$ cat src/rtl/ram_sdp_byte_en.sv
`default_nettype none
// ============================================================================
// Module      : ram_sdp_byte_en
// Description : Simple-dual-port RAM with a byte-enabled write port and one
//               read port. The read port is either asynchronous or registered
//               (latency 1, write-first or read-first on address collision).
//               An optional clear sequencer writes INIT_VALUE to every word
//               after reset, holding init_busy high while it runs.
// Ports       : clk       - sole clock, rising edge
//               rst       - synchronous active-high reset
//               wr_en     - write request
//               wr_addr   - write address
//               wr_data   - write data
//               wr_be     - byte-lane enables (lane i = wr_data[i*BYTE_WIDTH +: BYTE_WIDTH])
//               rd_en     - read request
//               rd_addr   - read address
//               rd_data   - read data
//               rd_valid  - rd_data holds the result of an accepted read
//               init_busy - clear sequencer active (or rst high); requests ignored
// Revision    : 1.0 - initial release
// ============================================================================
module ram_sdp_byte_en #(
    parameter int                    DATA_WIDTH  = 8,
    parameter int                    ADDR_WIDTH  = 4,
    parameter int                    BYTE_WIDTH  = 8,
    parameter int                    READ_REG    = 0,
    parameter int                    WRITE_FIRST = 1,
    parameter int                    INIT_ON_RST = 1,
    parameter logic [DATA_WIDTH-1:0] INIT_VALUE  = '0
) (
    input  logic                             clk,
    input  logic                             rst,
    input  logic                             wr_en,
    input  logic [ADDR_WIDTH-1:0]            wr_addr,
    input  logic [DATA_WIDTH-1:0]            wr_data,
    input  logic [DATA_WIDTH/BYTE_WIDTH-1:0] wr_be,
    input  logic                             rd_en,
    input  logic [ADDR_WIDTH-1:0]            rd_addr,
    output logic [DATA_WIDTH-1:0]            rd_data,
    output logic                             rd_valid,
    output logic                             init_busy
);

    localparam int                    c_DEPTH     = 1 << ADDR_WIDTH;
    localparam int                    c_NUM_BE    = DATA_WIDTH / BYTE_WIDTH;
    localparam logic [ADDR_WIDTH-1:0] c_LAST_ADDR = ADDR_WIDTH'(c_DEPTH - 1);

    localparam logic [0:0] c_ST_CLEAR = 1'b0;
    localparam logic [0:0] c_ST_READY = 1'b1;
    localparam logic [0:0] c_ST_RESET = (INIT_ON_RST != 0) ? c_ST_CLEAR : c_ST_READY;

    logic [0:0]            r_state;
    logic [0:0]            w_state_nxt;
    logic [ADDR_WIDTH-1:0] r_clr_cnt;
    logic                  w_clr_we;
    logic                  w_ready;
    logic                  w_wr_we;
    logic [DATA_WIDTH-1:0] w_wr_old;
    logic [DATA_WIDTH-1:0] w_wr_word;

    logic [DATA_WIDTH-1:0] r_mem [c_DEPTH];

    // ------------------------------------------------------------------
    // Clear sequencer FSM
    // ------------------------------------------------------------------
    always_ff @(posedge clk) begin
        if (rst) begin
            r_state <= c_ST_RESET;
        end else begin
            r_state <= w_state_nxt;
        end
    end

    always_comb begin
        w_state_nxt = r_state;
        w_clr_we    = 1'b0;
        w_ready     = 1'b0;
        case (r_state)
            c_ST_CLEAR: begin
                w_clr_we = ~rst;
                if (r_clr_cnt == c_LAST_ADDR) begin
                    w_state_nxt = c_ST_READY;
                end
            end
            c_ST_READY: begin
                w_ready = ~rst;
            end
            default: begin
                w_state_nxt = c_ST_RESET;
            end
        endcase
    end

    // Counter saturates at the last address; the FSM leaves CLEAR on that
    // same edge, so it never needs to wrap.
    always_ff @(posedge clk) begin
        if (rst) begin
            r_clr_cnt <= '0;
        end else if (w_clr_we && (r_clr_cnt != c_LAST_ADDR)) begin
            r_clr_cnt <= r_clr_cnt + 1'b1;
        end
    end

    assign init_busy = rst | (r_state == c_ST_CLEAR);

    // ------------------------------------------------------------------
    // Write path: merge enabled lanes into the current word. The merged
    // word is also the write-first bypass value for the registered read.
    // ------------------------------------------------------------------
    assign w_wr_we  = w_ready & wr_en;
    assign w_wr_old = r_mem[wr_addr];

    for (genvar gi = 0; gi < c_NUM_BE; gi++) begin : g_lane
        assign w_wr_word[gi*BYTE_WIDTH +: BYTE_WIDTH] =
            wr_be[gi] ? wr_data[gi*BYTE_WIDTH +: BYTE_WIDTH]
                      : w_wr_old[gi*BYTE_WIDTH +: BYTE_WIDTH];
    end

    // Storage carries no reset; the clear sequencer initialises it.
    always_ff @(posedge clk) begin
        if (w_clr_we) begin
            r_mem[r_clr_cnt] <= INIT_VALUE;
        end else if (w_wr_we) begin
            r_mem[wr_addr] <= w_wr_word;
        end
    end

    // ------------------------------------------------------------------
    // Read path
    // ------------------------------------------------------------------
    if (READ_REG != 0) begin : g_rd_reg
        logic [DATA_WIDTH-1:0] r_rd_data;
        logic                  r_rd_valid;
        logic                  w_bypass;

        assign w_bypass = (WRITE_FIRST != 0) && w_wr_we && (wr_addr == rd_addr);

        always_ff @(posedge clk) begin
            if (rst) begin
                r_rd_data  <= '0;
                r_rd_valid <= 1'b0;
            end else if (rd_en && w_ready) begin
                r_rd_data  <= w_bypass ? w_wr_word : r_mem[rd_addr];
                r_rd_valid <= 1'b1;
            end else begin
                r_rd_valid <= 1'b0;
            end
        end

        assign rd_data  = r_rd_data;
        assign rd_valid = r_rd_valid;
    end else begin : g_rd_async
        assign rd_data  = r_mem[rd_addr];
        assign rd_valid = rd_en & ~init_busy;
    end

endmodule
`default_nettype wire
$ cat config.mk
export PLATFORM = sky130hd
export DESIGN_NAME = ram_sdp_byte_en
export DESIGN_NICKNAME = d
export VERILOG_FILES = /design/src/rtl/ram_sdp_byte_en.sv
export SDC_FILE = /design/constraint.sdc
export NUM_CORES = 1
export LEC_CHECK = 0
export BUFFER_PORTS_ARGS = -buffer_cell sky130_fd_sc_hd__buf_2
export CAP_MARGIN = 30
export CELL_PAD_IN_SITES_DETAIL_PLACEMENT = 0
export CELL_PAD_IN_SITES_GLOBAL_PLACEMENT = 1
export CORE_ASPECT_RATIO = 0.7
export CORE_MARGIN = 10
export CORE_UTILIZATION = 31
export CTS_BUF_LIST = sky130_fd_sc_hd__clkbuf_2
export CTS_CLUSTER_DIAMETER = 200
export DETAILED_ROUTE_END_ITERATION = 8
export GPL_ROUTABILITY_DRIVEN = 0
export HOLD_SLACK_MARGIN = 0.05
export PLACE_DENSITY_LB_ADDON = 0.1
export SLEW_MARGIN = 20
export SYNTH_ARGS = -nofsm -noshare
export SYNTH_HDL_FRONTEND = slang
export SYNTH_SLANG_ARGS = --single-unit
$ cat constraint.sdc
create_clock -name clk -period 2.62 [get_ports clk]
set_clock_uncertainty 0.15 [all_clocks]
set_input_delay 0.786 -clock clk [delete_from_list [all_inputs] [get_ports clk]]
set_output_delay 0.786 -clock clk [all_outputs]
set_load 0.01 [all_outputs]
==> flow_summary.json, run 1 <==
{
  "status": "complete, but fails checks",
  "violations": "setup timing",
  "drive_gt1_frac": 0.425,
  "timing.final.crit_share": 1.13,
  "pwr-share-comb": 0.066,
  "finalWorstSetupSlack_ps": -334,
  "track_usage": 0.118,
  "p_clk_frac": 0.325,
  "antenna_found_initial": 0,
  "slowest_stage": "mux4_2",
  "switching_share": 0.244,
  "area_delta_synth_final_pct": 18.4,
  "worstSetupStartpointType": "flip-flop",
  "cap_violations": 0,
  "synth.distinct_cells": 33,
  "power.density_nw_per_um2": 598,
  "fmax_mhz": 338,
  "numCtsBuffers": 17,
  "hp-class": "input pin to flip-flop",
  "grt-ovfl-total": 0,
  "die_width_um": 178,
  "grt_max_degree": 17,
  "wl_um": 13100,
  "seqPwrFrac": 0.609,
  "vdd_drop_max_uv": 231,
  "slew_viol_final": 0,
  "clockBufferDepth": 2,
  "period_minus_slack_ps": 2950,
  "setup_tns_ps": -2560,
  "fin_util": 0.374,
  "ant_nets": 0,
  "start_util": 0.316,
  "cts_tree": "yes",
  "first_global_vias": 2898,
  "vias_per_cell": 4.75,
  "p_int_uw": 2890,
  "clk_pin_slew_ps": 210,
  "drcViolationCount": 0,
  "p_switching_uw": 936,
  "cts-root-buf": "clkbuf_2",
  "rsz0062_at_grt": "yes",
  "worst_pin_slew_ps": 687,
  "leakage_uw": 0.00232,
  "vias": 2765,
  "num_rows": 40,
  "required_ps": 1680,
  "grt_pass1_wl_um": 19500,
  "ys_ff_latch": 133,
  "h-tree-depth": 4,
  "crit_buf_inv": 1,
  "clock_latency_ps": 650,
  "ys_warn_count": 0,
  "n_fill_cell": 1605,
  "seqCellArea_um2": 3950,
  "fin_nets": 360,
  "die_h_um": 130,
  "critical_path.max_stage_delay_ps": 540,
  "cp.arrival_ps": 2020,
  "place_area_um2": 6010,
  "drt-pass1-iter-count": 4,
  "crit_family": "multiplexers",
  "relSlewSlack": 0.542,
  "core_um2": 17100,
  "path_class": "flip-flop to output pin",
  "holdWs_ps": 278,
  "dp_hpwl_um": 8670,
  "ys_seq_area_frac": 0.730,
  "hold_viol_final": 0,
  "postLayoutCellArea_um2": 6400,
  "diodes": 0,
  "setup_viol": 8,
  "numPortBuffers": 30,
  "cts.sinks": 133,
  "fp.dieArea_um2": 23200,
  "cp_max_fo": 1,
  "syn_area_per_cell_um2": 20.0,
  "io_pins": 31,
  "syn-num-nets": 292,
  "cts_hold_buf": 0,
  "avgRoutedWirePerCell_um": 22.6,
  "synth_cells": 270,
  "post-cts-setup-buffer-count": 0,
  "cp-end-kind": "output pin",
  "multi_input_area_um2": 1380,
  "netlist_area_um2": 5410,
  "worstPathCellList": "mux4_2 > a22oi_2 > nand2_1 > buf_6",
  "drtIter0Drc": 265
}
==> metal layers <==
layer | global-route usage | wire length (um)
met3 | 0.0315 | 1010
met1 | 0.179 | 6690
met5 | 0 | 0
met2 | 0.158 | 5280
met4 | 0.0381 | 145
==> worst min-delay path, stage by stage <==
cell and delay, ps:
buf_2 90, buf_4 150, nor2_1 50
==> area by class of cell <==
| cell class | count | share of cell area |
|---|---|---|
| Timing Repair Buffer | 63 | 0.0836 |
| Inverter | 3 | 0.00176 |
| Sequential cell | 133 | 0.616 |
| Clock inverter | 14 | 0.0240 |
| Tap cell | 231 | 0.0451 |
| Multi-Input combinational cell | 120 | 0.215 |
| Clock buffer | 18 | 0.0141 |
==> placed cells by master (no fill, tap or decap), types with 8 or more instances in the layout <==
cell type | netlist | routed
and2_1 | 9 | 9
nand2_1 | 10 | 10
clkbuf_2 | 0 | 18
edfxtp_1 | 128 | 128
buf_2 | 3 | 27
buf_4 | 4 | 25
nor3_1 | 17 | 13
nor2_1 | 8 | 8
a22oi_2 | 0 | 14
mux4_2 | 18 | 32
==> per-stage QoR <==
stage	instances	worst slack (ps)	power, uW
floorplan	270	-208	2520
global placement	548	-473	2610
detailed placement	548	-468	2610
CTS	582	-413	3870
global route	582	-456	3990
finish	582	-334	3830
==> cell families after synthesis <==
group                    share of synthesized area
flip-flops                                   0.730
AND/OR/NAND/NOR                             0.0560
multiplexers                                 0.158
AO/OA/AOI/OAI                               0.0296
buffers and inverters                       0.0229
XOR/XNOR                                   0.00162
adder cells (fa/ha/maj)                    0.00231
==> sequential cells by signal, summed over array words and instances (netlist names) <==
signal     flops
r_clr_cnt      4
r_mem        128
r_state        1
==> timing repair <==
| item | CTS | global route |
|---|---|---|
| pin swaps | 1 | 1 |
| gates cloned | 2 | 0 |
| resized for setup | 13 | 11 |
| endpoints found under the setup margin | 8 | 9 |
==> synthesized netlist by cell type <==
| cell | n | area, um2 |
|---|---|---|
| a21o_1 | 1 | 7.51 |
| a21oi_1 | 2 | 10.0 |
| a22oi_1 | 16 | 120 |
| a31oi_1 | 1 | 6.26 |
| and2_1 | 9 | 56.3 |
| and2b_1 | 1 | 7.51 |
| and4b_1 | 2 | 20.0 |
| buf_2 | 3 | 15.0 |
| buf_4 | 4 | 30.0 |
| buf_6 | 3 | 33.8 |
| clkbuf_1 | 1 | 3.75 |
| clkdlybuf4s25_2 | 3 | 30.0 |
| dfxtp_1 | 5 | 100 |
| edfxtp_1 | 128 | 3840 |
| ha_1 | 1 | 12.5 |
| inv_1 | 3 | 11.3 |
| mux2_2 | 1 | 11.3 |
| mux2_4 | 1 | 15.0 |
| mux2i_1 | 4 | 40.0 |
| mux2i_2 | 1 | 13.8 |
| mux4_1 | 14 | 368 |
| mux4_2 | 18 | 405 |
| nand2_1 | 10 | 37.5 |
| nand2b_1 | 2 | 12.5 |
| nand4_1 | 1 | 6.26 |
| nor2_1 | 8 | 30.0 |
| nor2b_1 | 5 | 31.3 |
| nor3_1 | 17 | 85.1 |
| nor4b_1 | 1 | 8.76 |
| o21bai_1 | 1 | 7.51 |
| o41ai_1 | 1 | 8.76 |
| or4_1 | 1 | 7.51 |
| xnor2_1 | 1 | 8.76 |
==> final timing paths <==
| path | startpoint | slack (ps) | cells past startpoint | to |
|---|---|---|---|---|
| worst max register to register | r_state$_SDFF_PP0_ | 450 | 5 | r_mem[0][4]$_DFFE_PP_ |
| worst min register to register | r_clr_cnt[3]$_SDFFE_PP0P_ | 410 | 2 | r_clr_cnt[3]$_SDFFE_PP0P_ |
| worst min-delay path | rst | 280 | 3 | r_state$_SDFF_PP0_ |
| worst max-delay path | r_mem[6][1]$_DFFE_PP_ | -330 | 4 | rd_data[1] |
==> power by group through the flow <==
stage	registers (uW)	logic [uW]	clock network (uW)
6_report	2330	252	1250
5_1_grt	2330	274	1380
4_1_cts	2330	249	1290
3_5_place_dp	2380	230	0
3_3_place_gp	2380	229	0
2_1_floorplan	2380	140	0
No activity file was read; power rests on OpenSTA's default activity.
==> run 2: changes to the inputs <==
--- a/config.mk
+++ b/config.mk
@@ -11,8 +11,8 @@
 export CELL_PAD_IN_SITES_GLOBAL_PLACEMENT = 1
 export CORE_ASPECT_RATIO = 0.7
 export CORE_MARGIN = 10
-export CORE_UTILIZATION = 31
-export CTS_BUF_LIST = sky130_fd_sc_hd__clkbuf_2
+export CORE_UTILIZATION = 50
+export CTS_BUF_LIST = sky130_fd_sc_hd__clkbuf_4
 export CTS_CLUSTER_DIAMETER = 200
 export DETAILED_ROUTE_END_ITERATION = 8
 export GPL_ROUTABILITY_DRIVEN = 0
==> run 2 against run 1 <==
Against the previous run: sequential cell count is the same; routed wire length shrank 17%; count of clock-buffer cells in the layout grew 1; sequential share of layout area grew 1.9 points; critical path type is now input pin to output pin; the run still ends with setup timing left; highest routed layer unchanged; largest cell class unchanged; design area shrank 3.1%; via count is essentially flat; non-clock buffer count grew 1.
==> flow_summary.json, run 2 (synthesized netlist as in run 1, its figures left out) <==
{
  "cts_hold_buf": 0,
  "required_ps": 1680,
  "final_common_cell": "edfxtp_1",
  "hp-class": "flip-flop to flip-flop",
  "whs_endpoint": "r_clr_cnt[3]$_SDFFE_PP0P_",
  "grt_max_degree": 17,
  "power.total_uw": 3720,
  "largestRegisters": "r_mem x128, r_clr_cnt x4, r_state x1",
  "core_um2": 10400,
  "status": "complete, but fails checks",
  "fp.dieArea_um2": 15400,
  "drtIter0Drc": 212,
  "antenna_found_initial": 0,
  "wl_um": 10800,
  "num_rows": 31,
  "track_usage": 0.151,
  "drive_gt1_frac": 0.400,
  "worstSetupStartpointType": "input pin",
  "vias_per_cell": 5.73,
  "cts_tree": "yes",
  "setup_viol": 8,
  "period_minus_slack_ps": 2990,
  "area_delta_synth_final_pct": 14.8,
  "hp-start": "r_clr_cnt[3]$_SDFFE_PP0P_",
  "slew_viol_final": 0,
  "cp.arrival_ps": 2050,
  "diodes": 0,
  "clock_latency_ps": 510,
  "timing.final.crit_share": 1.14,
  "fmax_mhz": 335,
  "die_width_um": 144,
  "numCtsBuffers": 17,
  "grt_pass1_wl_um": 16800,
  "io_pins": 31,
  "fin_util": 0.595,
  "vias": 2763,
  "clk_pin_slew_ps": 110,
  "die_h_um": 107,
  "largest_reg_flops": 128,
  "first_global_vias": 2815,
  "avgRoutedWirePerCell_um": 22.5,
  "grt-ovfl-total": 0,
  "n_fill_cell": 796,
  "rsz0062_at_grt": "yes",
  "cp-end-kind": "output pin",
  "layout_common_cells": "128 x edfxtp_1, 32 x mux4_2, 29 x buf_2",
  "relSlewSlack": 0.555,
  "regMostFlops": "r_mem",
  "r2r_end": "r_mem[0][0]$_DFFE_PP_",
  "ant_nets": 0,
  "drt-pass1-iter-count": 4,
  "start_util": 0.518,
  "dp_hpwl_um": 7260,
  "drcViolationCount": 0,
  "path_class": "input pin to output pin",
  "setup_tns_ps": -2530,
  "cp_max_fo": 8,
  "hold_depth": 2,
  "fin_nets": 361,
  "finalWorstSetupSlack_ps": -369,
  "numPortBuffers": 30,
  "cts.sinks": 133,
  "reg2reg_depth": 5,
  "worst_pin_slew_ps": 668,
  "cap_violations": 0,
  "violations": "setup timing",
  "vdd_drop_max_uv": 367,
  "hold_viol_final": 0,
  "crit-reg2reg-launch": "r_state$_SDFF_PP0_",
  "ff2ff_setup_slack_ps": 360,
  "clockBufferDepth": 2,
  "h-tree-depth": 4,
  "cts-root-buf": "clkbuf_4",
  "power.density_nw_per_um2": 599,
  "leakage_uw": 0.00229
}
run 2: changes by cell type in the layout (fill, tap and decap cells not counted), moves of 4 or more:
| cell | delta |
|---|---|
| a22oi_2 | -7 |
| clkbuf_2 | -18 |
| clkinv_4 | -4 |
| clkbuf_4 | +19 |
| a22oi_1 | +7 |
run 2: final cells by class:
class	instances	area, um2	area share
Clock buffer	19	143	0.0230
Clock inverter	11	88.8	0.0143
Inverter	3	11.3	0.00181
Multi-Input combinational cell	120	1350	0.217
Sequential cell	133	3940	0.635
Tap cell	132	165	0.0266
Timing Repair Buffer	64	509	0.0821
run 2: metrics by stage:
step	instances	cell area, um2	hold WS [ps]	worst slack (ps)
after floorplan	270	5410	333	-208
after global placement	451	5880	367	-461
after detailed placement	451	5880	376	-512
after CTS	482	6190	392	-362
after global routing	482	6210	412	-396
final	482	6210	388	-369
run 2: where the power goes:
| group | internal [uW] | switching (uW) | total [uW] |
|---|---|---|---|
| clock network | 468 | 689 | 1160 |
| logic | 115 | 116 | 232 |
| registers | 2320 | 9.37 | 2330 |
| total | 2900 | 815 | 3720 |
run 2: worst max path at each step:
stage                                  to  slack [ps]        from  cells after the start
finish                         rd_data[2]        -370  rd_addr[0]                      6
global route                   rd_data[7]        -400  rd_addr[0]                      7
CTS                            rd_data[5]        -360  rd_addr[0]                      7
detailed placement             rd_data[3]        -510  rd_addr[0]                      6
global placement               rd_data[1]        -460  rd_addr[0]                      6
floorplan           r_mem[3][0]$_DFFE_PP_        -210         rst                      5
run 2: worst max-delay path: stages:
cell     delay (ps)
buf_12          110
buf_12          140
mux4_2          530
a22oi_1         260
nand2_1          70
buf_2           150
run 2: timing repair:
item	4_1_cts	5_1_grt
pin swaps	2	1
buffers inserted	0	0
gates resized for setup	16	4
cloned	1	0
setup endpoints to repair	8	8
run 2: metal layers:
layer / GRT usage / share of wire / vias up
met5: 0 / 0 / -
met1: 0.215 / 0.47 / 1400
met4: 0.0525 / 0.016 / 0
met2: 0.215 / 0.45 / 91
met3: 0.0459 / 0.065 / 19
li1: - / - / 1253
